===== config.mk =====
export PLATFORM = sky130hd
export DESIGN_NAME = bash_line_echo
export DESIGN_NICKNAME = d
export VERILOG_FILES = /design/src/rtl/bash_line_echo.sv
export SDC_FILE = /design/constraint.sdc
export NUM_CORES = 1
export LEC_CHECK = 0
export CAP_MARGIN = 0
export CORE_ASPECT_RATIO = 0.9
export CORE_UTILIZATION = 50
export CTS_CLUSTER_DIAMETER = 60
export CTS_CLUSTER_SIZE = 16
export DETAILED_ROUTE_END_ITERATION = 10
export PLACE_DENSITY = 0.62
export SYNTH_ARGS = -nofsm -noshare
export SYNTH_HDL_FRONTEND = slang
export SYNTH_SLANG_ARGS = --single-unit

===== constraint.sdc =====
create_clock -name clk -period 6.6 [get_ports clk]
set_clock_uncertainty 0.2 [all_clocks]
set_input_delay 0.66 -clock clk [delete_from_list [all_inputs] [get_ports clk]]
set_output_delay 0.66 -clock clk [all_outputs]
set_load 0.01 [all_outputs]

===== src/rtl/bash_line_echo.sv =====
// bash_line_echo: reads one completed command line from bash into a local
// buffer, echoes it back one character at a time (optionally upper-cased),
// ends the echo with a 0 terminator, then signals completion. It waits for
// bash to acknowledge before it accepts the next line.
//
// Ports:
//   clk, rst_n          clock, asynchronous active-low reset
//   out_newASCII_ready  bash has a completed line (held while the line is read)
//   out_lineLen[12:0]   line length in characters
//   lineOut[7:0]        current line character from bash
//   lineOut_nextASCII   one-cycle pulse: character consumed, bash advances
//   in_newASCII_ready   a response character is valid on lineIn
//   lineIn[7:0]         response character, 0 terminates the line
//   lineIn_nextASCII    bash consumed the current lineIn character
//   in_solved           one-cycle pulse: command finished
//   out_solved          bash acknowledged in_solved
//   busy                high whenever the block is not idle
module bash_line_echo #(
  parameter int BUFFER_LEN = 128,
  parameter bit UPCASE     = 1'b1
) (
  input  logic        clk,
  input  logic        rst_n,
  input  logic        out_newASCII_ready,
  input  logic [12:0] out_lineLen,
  input  logic [7:0]  lineOut,
  output logic        lineOut_nextASCII,
  output logic        in_newASCII_ready,
  output logic [7:0]  lineIn,
  input  logic        lineIn_nextASCII,
  output logic        in_solved,
  input  logic        out_solved,
  output logic        busy
);

  localparam int          AW      = (BUFFER_LEN > 1) ? $clog2(BUFFER_LEN) : 1;
  localparam logic [12:0] BUF_MAX = 13'(BUFFER_LEN);

  typedef enum logic [2:0] {
    IDLE    = 3'd0,
    RECV    = 3'd1,
    EMIT    = 3'd2,
    SOLVE   = 3'd3,
    WAITACK = 3'd4
  } state_t;

  state_t      state_r;
  state_t      state_next_s;
  logic [12:0] len_r;
  logic [12:0] rx_cnt_r;
  logic [12:0] tx_idx_r;
  logic        next_pulse_r;
  logic        in_rdy_r;
  logic [7:0]  line_in_r;
  logic        in_solved_r;
  logic        busy_r;
  logic [7:0]  line_mem [BUFFER_LEN];

  logic [12:0] len_clip_s;
  logic [12:0] tx_idx_inc_s;
  logic        recv_done_s;
  logic        buf_we_s;
  logic        tx_last_s;

  // Character conversion applied on the echo path.
  function automatic logic [7:0] conv(input logic [7:0] c);
    logic [7:0] r;
    if (UPCASE && (c >= 8'h61) && (c <= 8'h7A)) begin
      r = c - 8'h20;
    end else begin
      r = c;
    end
    return r;
  endfunction

  assign lineOut_nextASCII = next_pulse_r;
  assign in_newASCII_ready = in_rdy_r;
  assign lineIn            = line_in_r;
  assign in_solved         = in_solved_r;
  assign busy              = busy_r;

  // Shared conditions for the receive and emit paths.
  always_comb begin
    len_clip_s   = (out_lineLen > BUF_MAX) ? BUF_MAX : out_lineLen;
    // Receive ends when the latched length is reached or bash withdraws the line.
    recv_done_s  = (rx_cnt_r == len_r) || !out_newASCII_ready;
    // A character is sampled only on the cycle after the previous pulse cleared,
    // so bash always has one full cycle to present the next character.
    buf_we_s     = (state_r == RECV) && !recv_done_s && !next_pulse_r && (rx_cnt_r < len_r);
    tx_idx_inc_s = tx_idx_r + 13'd1;
    tx_last_s    = (tx_idx_r >= len_r);
  end

  // Next-state logic.
  always_comb begin
    state_next_s = state_r;
    case (state_r)
      IDLE: begin
        if (out_newASCII_ready) state_next_s = RECV;
        else                    state_next_s = IDLE;
      end
      RECV: begin
        if (recv_done_s) state_next_s = (rx_cnt_r == 13'd0) ? SOLVE : EMIT;
        else             state_next_s = RECV;
      end
      EMIT: begin
        if (lineIn_nextASCII && tx_last_s) state_next_s = SOLVE;
        else                               state_next_s = EMIT;
      end
      SOLVE:   state_next_s = WAITACK;
      WAITACK: begin
        if (out_solved) state_next_s = IDLE;
        else            state_next_s = WAITACK;
      end
      default: state_next_s = IDLE;
    endcase
  end

  // State register.
  always_ff @(posedge clk or negedge rst_n) begin
    if (!rst_n) state_r <= IDLE;
    else        state_r <= state_next_s;
  end

  // Line storage; contents are meaningless after reset so it carries none.
  always_ff @(posedge clk) begin
    if (buf_we_s) line_mem[rx_cnt_r[AW-1:0]] <= lineOut;
  end

  // Counters and registered handshake outputs.
  always_ff @(posedge clk or negedge rst_n) begin
    if (!rst_n) begin
      len_r        <= 13'd0;
      rx_cnt_r     <= 13'd0;
      tx_idx_r     <= 13'd0;
      next_pulse_r <= 1'b0;
      in_rdy_r     <= 1'b0;
      line_in_r    <= 8'h00;
      in_solved_r  <= 1'b0;
      busy_r       <= 1'b0;
    end else begin
      next_pulse_r <= 1'b0;
      in_solved_r  <= 1'b0;
      busy_r       <= (state_next_s != IDLE);
      case (state_r)
        IDLE: begin
          if (out_newASCII_ready) begin
            len_r    <= len_clip_s;
            rx_cnt_r <= 13'd0;
          end
        end
        RECV: begin
          if (recv_done_s) begin
            // Early withdrawal shrinks the line to what was actually read.
            len_r    <= rx_cnt_r;
            tx_idx_r <= 13'd0;
            if (rx_cnt_r != 13'd0) begin
              in_rdy_r  <= 1'b1;
              line_in_r <= conv(line_mem[0]);
            end else begin
              in_solved_r <= 1'b1;
            end
          end else if (buf_we_s) begin
            rx_cnt_r     <= rx_cnt_r + 13'd1;
            next_pulse_r <= 1'b1;
          end
        end
        EMIT: begin
          if (lineIn_nextASCII) begin
            if (!tx_last_s) begin
              tx_idx_r  <= tx_idx_inc_s;
              line_in_r <= (tx_idx_inc_s < len_r) ? conv(line_mem[tx_idx_inc_s[AW-1:0]]) : 8'h00;
            end else begin
              // Terminator consumed.
              in_rdy_r    <= 1'b0;
              line_in_r   <= 8'h00;
              in_solved_r <= 1'b1;
            end
          end
        end
        SOLVE:   in_solved_r <= 1'b0;
        WAITACK: in_solved_r <= 1'b0;
        default: in_solved_r <= 1'b0;
      endcase
    end
  end

endmodule


==> impl_metrics.tcl, run 1 <==
set metrics [dict create \
    remaining_drc_errors 8 \
    initial_core_util_pct 50.9 \
    rsz0062_at_grt "no" \
    ys_ff_latch 1078 \
    max_stage_delay_ns 0.85 \
    worstMarginPinSlew_ns 1.20 \
    final_util_pct 55.5 \
    slew_headroom_pct 19.8 \
    fin_ws_ns 1.36 \
    crit_required_ns 6.93 \
    holdPathEnd "line_mem[59][7]" \
    netlist_instances 2414 \
    layout_min_cycle_time_ns 5.24 \
    grt_start_max_net_pins 98 \
    cp_top_family "compound AO/OA/AOI/OAI gates" \
    holdBufCountCts 1 \
    path_max_fanout 33 \
    reg2reg_setup_slack_ns 1.36 \
    grt_use_total_pct 25.1 \
    vias 23400 \
    crit_start "tx_idx_r[0]" \
    syn_area_per_cell_sq_um 18.3 \
    viasPerCell 6.43 \
    final_common_cell "edfxtp_1" \
    dr.pass1.iters 8 \
    setup.worst_path.class "flip-flop to flip-flop" \
    p_leak_uw 0.0149 \
    ant_nets 0 \
    drive_gt1_share_pct 17.9 \
    wl_per_cell_um 30.3 \
    vdd_ir_drop_max_mv 0.223 \
    arrival_ns 5.57 \
    dr_wl_met3_um 9620 \
    wl_um 110000 \
    fp-row-count 102 \
    dp_slack_ns 1.31 \
    hpwl_um 66500 \
    cts_setup_buffers 0 \
    pwr_density_cell_nw_per_um2 372 \
    synth_top_flop_cell "edfxtp_1" \
    fp.dieH_um 284 \
    setup_tns_ns 0 \
    worstSetupEndpointType "flip-flop" \
    yosys_warnings 0 \
    n_fill_cell 6582 \
    startpoint_type "flip-flop" \
    min_path_cells 1 \
    syn_nets 2484 \
    ys_seq_area_share_pct 72.8 \
    power_uw 17900 \
    cts_buffers 84 \
    syn_area_sq_um 44100 \
    setup_viol 0 \
    coreArea_sq_um 86700 \
    overflow 0 \
    critPathSlowestCell "ha_4" \
    drt_iter0_drc 2625 \
    num_io_pins 38 \
    most-common-layout-cells "edfxtp_1 (1,024), mux4_2 (239), nand2_1 (179)" \
    routabilityCongestion 0.845 \
    min_path_type "input port to flip-flop" \
    cts_root_buf "clkbuf_16" \
    timing.hold.ws_ns 0.244 \
    cts.clk_slew.worst_paths_ns 0.07 \
    hold_viol 0 \
    cts.sinks 1078 \
    status "finished, violations left" \
    r2r-end "lineIn[6]" \
    routed.top_layer "met4" \
    cts.path.max_buffers 3 \
    io_buffers 37 \
    crit_buf_inv 2 \
    grt_pass1_wl_um 162000 \
    fmax_mhz 191 \
    routed-wl-met2_um 50500 \
    antenna_found_initial 0 \
    die_x_um 315 \
    async_flop_share_pct 5.01 \
    max-cap-violations 0 \
    finalCritPeriodShare_pct 79.4 \
    synth-edff-count 1024 \
    fin_nets 2519 \
    num_antenna_cells 0 \
    worstPathCellList "ha_4, buf_4, buf_4, mux4_2, nand2_1, a21oi_1, a31oi_1, a221oi_1, o32ai_1, nand2b_1, a211oi_1, nor4_1, o41ai_1" \
    die_area_sq_um 89400 \
    min_from "lineOut[7]" \
    ff2ff_path_depth 13 \
    grt_pass1_vias 23200 \
    r2r_start "tx_idx_r[0]" \
    postCtsResizedCells 0 \
    crit_top_cell "buf_4" \
    cts_max_level 3 \
    drv_slew 0 \
    cts_tree "built" \
    drt-met1-wl_um 47400 \
    clk_latency_ns 0.65 \
    crit_cells 13 \
    area_growth_syn_to_layout_pct 9.04 \
    synth_cell_types 75 \
    failed_checks "design-rule violations" \
]
logic make-up (layout without fill, tap and decap cells):
kind of cell,Yosys count,after routing,synth area share (%)
compound gates,243,243,3.78
xor+xnor,16,16,0.352
fa+ha+maj,44,44,1.25
buf+inv,172,253,2.35
flops,1078,1078,72.8
mux,309,309,13.9
simple gates,552,552,5.60
worst max path at each step:
stage	endpoint	slack (ns)
floorplan	lineIn[7]	2.80
global placement	lineIn[6]	1.33
detailed placement	lineIn[6]	1.31
CTS	lineIn[6]	1.30
global route	lineIn[6]	1.06
finish	lineIn[6]	1.36
final cells by class:
cell class                 count  area (sq um)  share of cell area (%)
clock buffer                 109          2280                    4.74
clock inverter                23           293                   0.609
inverter                      34           133                   0.276
multi-input combinational   1164         11000                    22.9
sequential                  1078         32100                    66.8
tap                         1144          1430                    2.98
timing repair buffer          87           823                    1.71
cell usage after synthesis (4+ instances only):
master,number,area share [%]
inv_1,30,0.26
nand2b_1,4,0.057
and2_1,4,0.057
o21ai_1,5,0.057
a221oi_1,9,0.18
mux4_2,239,12
or4_1,6,0.10
o31ai_1,9,0.15
a22oi_1,5,0.085
a211oi_1,6,0.10
nor2_1,175,1.5
o311ai_0,8,0.16
and3_1,10,0.14
mux2i_1,50,1.1
o2111ai_1,12,0.24
nand3_1,92,1.0
ha_1,44,1.2
a31oi_1,15,0.21
o22ai_1,14,0.20
a2bb2oi_1,4,0.079
a2111oi_0,5,0.099
nand2_1,179,1.5
o21a_1,11,0.19
o21ai_0,45,0.51
buf_6,24,0.61
nor3_1,13,0.15
nand4_1,32,0.45
edfxtp_1,1024,70
nor2b_1,13,0.18
xor2_1,4,0.079
buf_2,37,0.42
a311oi_1,12,0.24
or3_1,5,0.071
mux2_2,20,0.51
o211ai_1,7,0.12
a21o_1,11,0.19
nor4_1,5,0.071
xnor2_1,10,0.20
a21oi_1,42,0.48
buf_4,31,0.53
clkbuf_1,40,0.34
dfrtp_1,54,3.1
power by group:
part	total (uW)	switching, uW	internal [uW]
clock	4990	2380	2610
sequential	7730	149	7580
combinational	5160	2870	2290
total	17900	5400	12500
metrics by stage:
step / instance area (sq um) / instances
floorplan: 44100 / 2414
global placement: 45500 / 3506
detailed placement: 45500 / 3506
CTS: 48100 / 3639
global route: 48100 / 3639
finish: 48100 / 3639
flip-flops by register name, summed over array words and instances (netlist names):
signal / flops
line_mem: 1024
rx_cnt_r: 13
state_r: 3
lineOut_nextASCII: 1
in_newASCII_ready: 1
len_r: 13
lineIn: 8
busy: 1
tx_idx_r: 13
in_solved: 1
layer usage:
layer	track usage, %	vias up
met2	37.7	1135
met3	4.79	182
met5	0	-
met4	6.47	0
met1	37.8	12300
li1	-	9782
Power figures use the tool's default switching activity.
==> inputs of run 2 (changes only) <==
PLACE_DENSITY = 0.64   (was 0.62)
clock period = 4.75 ns   (was 6.6 ns; I/O delays follow)
==> impl_metrics.tcl, run 2 (same netlist as run 1, synthesis figures left out) <==
set metrics [dict create \
    drt_iter0_drc 2984 \
    grt_pass1_wl_um 163000 \
    final_area_sq_um 49300 \
    grt_start_max_net_pins 94 \
    max_stage_delay_ns 0.70 \
    vdd_ir_drop_max_mv 0.426 \
    worstMarginPinSlew_ns 1.29 \
    fp-row-count 102 \
    setup_viol 0 \
    fmax_mhz 223 \
    hpwl_um 68700 \
    viasPerCell 6.26 \
    wl_per_cell_um 28.9 \
    num_antenna_cells 0 \
    met1_usage_pct 38.0 \
    cts_tree "built" \
    coreArea_sq_um 86700 \
    clk_latency_ns 0.65 \
    dpl_cell_area_sq_um 46900 \
    fin_nets 2690 \
    path_max_fanout 10 \
    routabilityCongestion 0.859 \
    cp_top_family "compound AO/OA/AOI/OAI gates" \
    area_growth_syn_to_layout_pct 11.9 \
    grt_util_met2_pct 37.7 \
    status "finished, violations left" \
    ant_nets 0 \
    slew_headroom_pct 13.5 \
    fp.dieH_um 284 \
    grt_pass1_vias 23900 \
    dr.pass1.iters 8 \
    gr-usage-met3_pct 4.62 \
    cts.clk_slew.worst_paths_ns 0.07 \
    final_common_cell "edfxtp_1" \
    most-common-layout-cells "edfxtp_1 (1,024), mux4_2 (239), buf_4 (212)" \
    rsz0062_at_grt "no" \
    cts.path.max_buffers 3 \
    p_leak_uw 0.0159 \
    cts_buffers 84 \
    crit_required_ns 5.11 \
    layout_min_cycle_time_ns 4.48 \
    arrival_ns 4.84 \
    io_buffers 37 \
    grt_use_total_pct 25.0 \
    max-cap-violations 0 \
    min_path_type "input port to flip-flop" \
    critPathSlowestCell "dfrtp_1" \
    failed_checks "design-rule violations" \
    worstSetupEndpointType "flip-flop" \
    cts.sinks 1078 \
    initial_core_util_pct 50.9 \
    num_io_pins 38 \
    antenna_found_initial 0 \
    reg2reg_setup_slack_ns 0.27 \
    drv_slew 0 \
    busiest_layer "met1" \
    power_uw 25000 \
    remaining_drc_errors 6 \
    setup_tns_ns 0 \
    finalCritPeriodShare_pct 94.4 \
    hold_viol 0 \
    largest_register_ffs 1024 \
    drive_gt1_share_pct 23.1 \
    cts_max_level 3 \
    cts_root_buf "clkbuf_16" \
    n_fill_cell 6521 \
    timing.hold.ws_ns 0.167 \
    pwr_density_cell_nw_per_um2 506 \
    worstPathCellList "nand4_1, nor3_1, nor2_2, inv_2, mux4_2, o2111ai_1, nand2_1, o21ai_1, ha_1, inv_1, o41a_1, o31ai_2" \
    wl_um 110000 \
    vias 23800 \
    crit_buf_inv 2 \
    die_x_um 315 \
    setup.worst_path.class "flip-flop to flip-flop" \
    overflow 0 \
    die_area_sq_um 89400 \
    startpoint_type "flip-flop" \
]
## run 2: final cells by class
| class | instances | area (sq um) | area share [%] |
|---|---|---|---|
| inverters | 34 | 133 | 0.269 |
| flip-flops and latches | 1078 | 32100 | 65.1 |
| multi-input cells | 1164 | 11000 | 22.3 |
| clock buffers | 100 | 2230 | 4.51 |
| clock inverters | 24 | 240 | 0.487 |
| repair buffers | 258 | 2210 | 4.47 |
| well taps | 1144 | 1430 | 2.90 |
## run 2: routing by layer
metal,vias to the layer above,part of all wire (%)
met5,-,0
met4,0,2.3
met3,144,9.0
met2,1097,46
met1,12500,42
li1,10100,-
## run 2: path summary, 6_finish.rpt
check	startpoint	endpoint	depth (start not counted)
max in group asynchronous	rst_n	tx_idx_r[0]	3
max reg2reg	tx_idx_r[3]	lineIn[7]	12
min	lineOut[0]	line_mem[10][0]	1
max	tx_idx_r[3]	lineIn[7]	12
min reg2reg	len_r[10]	len_r[10]	2
min in group asynchronous	rst_n	rx_cnt_r[1]	3
## run 2: stage by stage
| step | std cells | setup WS [ns] | utilization [%] |
|---|---|---|---|
| 2_1_floorplan | 2414 | 0.950 | - |
| 3_3_place_gp | 3677 | 0.288 | 54.1 |
| 3_5_place_dp | 3677 | 0.184 | 54.1 |
| 4_1_cts | 3802 | 0.166 | 56.9 |
| 5_1_grt | 3802 | 0.0342 | 56.9 |
| 6_report | 3802 | 0.268 | 56.9 |
## run 2: timing repair
action / 4_1_cts / 5_1_grt
hold endpoints to repair: 54 / 0
hold buffers: 1 / 0
buffers inserted: 0 / 0
gates resized for setup: 0 / 2
setup endpoints to repair: 0 / 3
## run 2: report_power, final
part / internal [uW] / switching (uW) / leakage [uW]
combinational: 3490 / 4100 / 0.00475
sequential: 10500 / 131 / 0.00991
clock: 3500 / 3210 / 0.00120
total: 17500 / 7440 / 0.0159
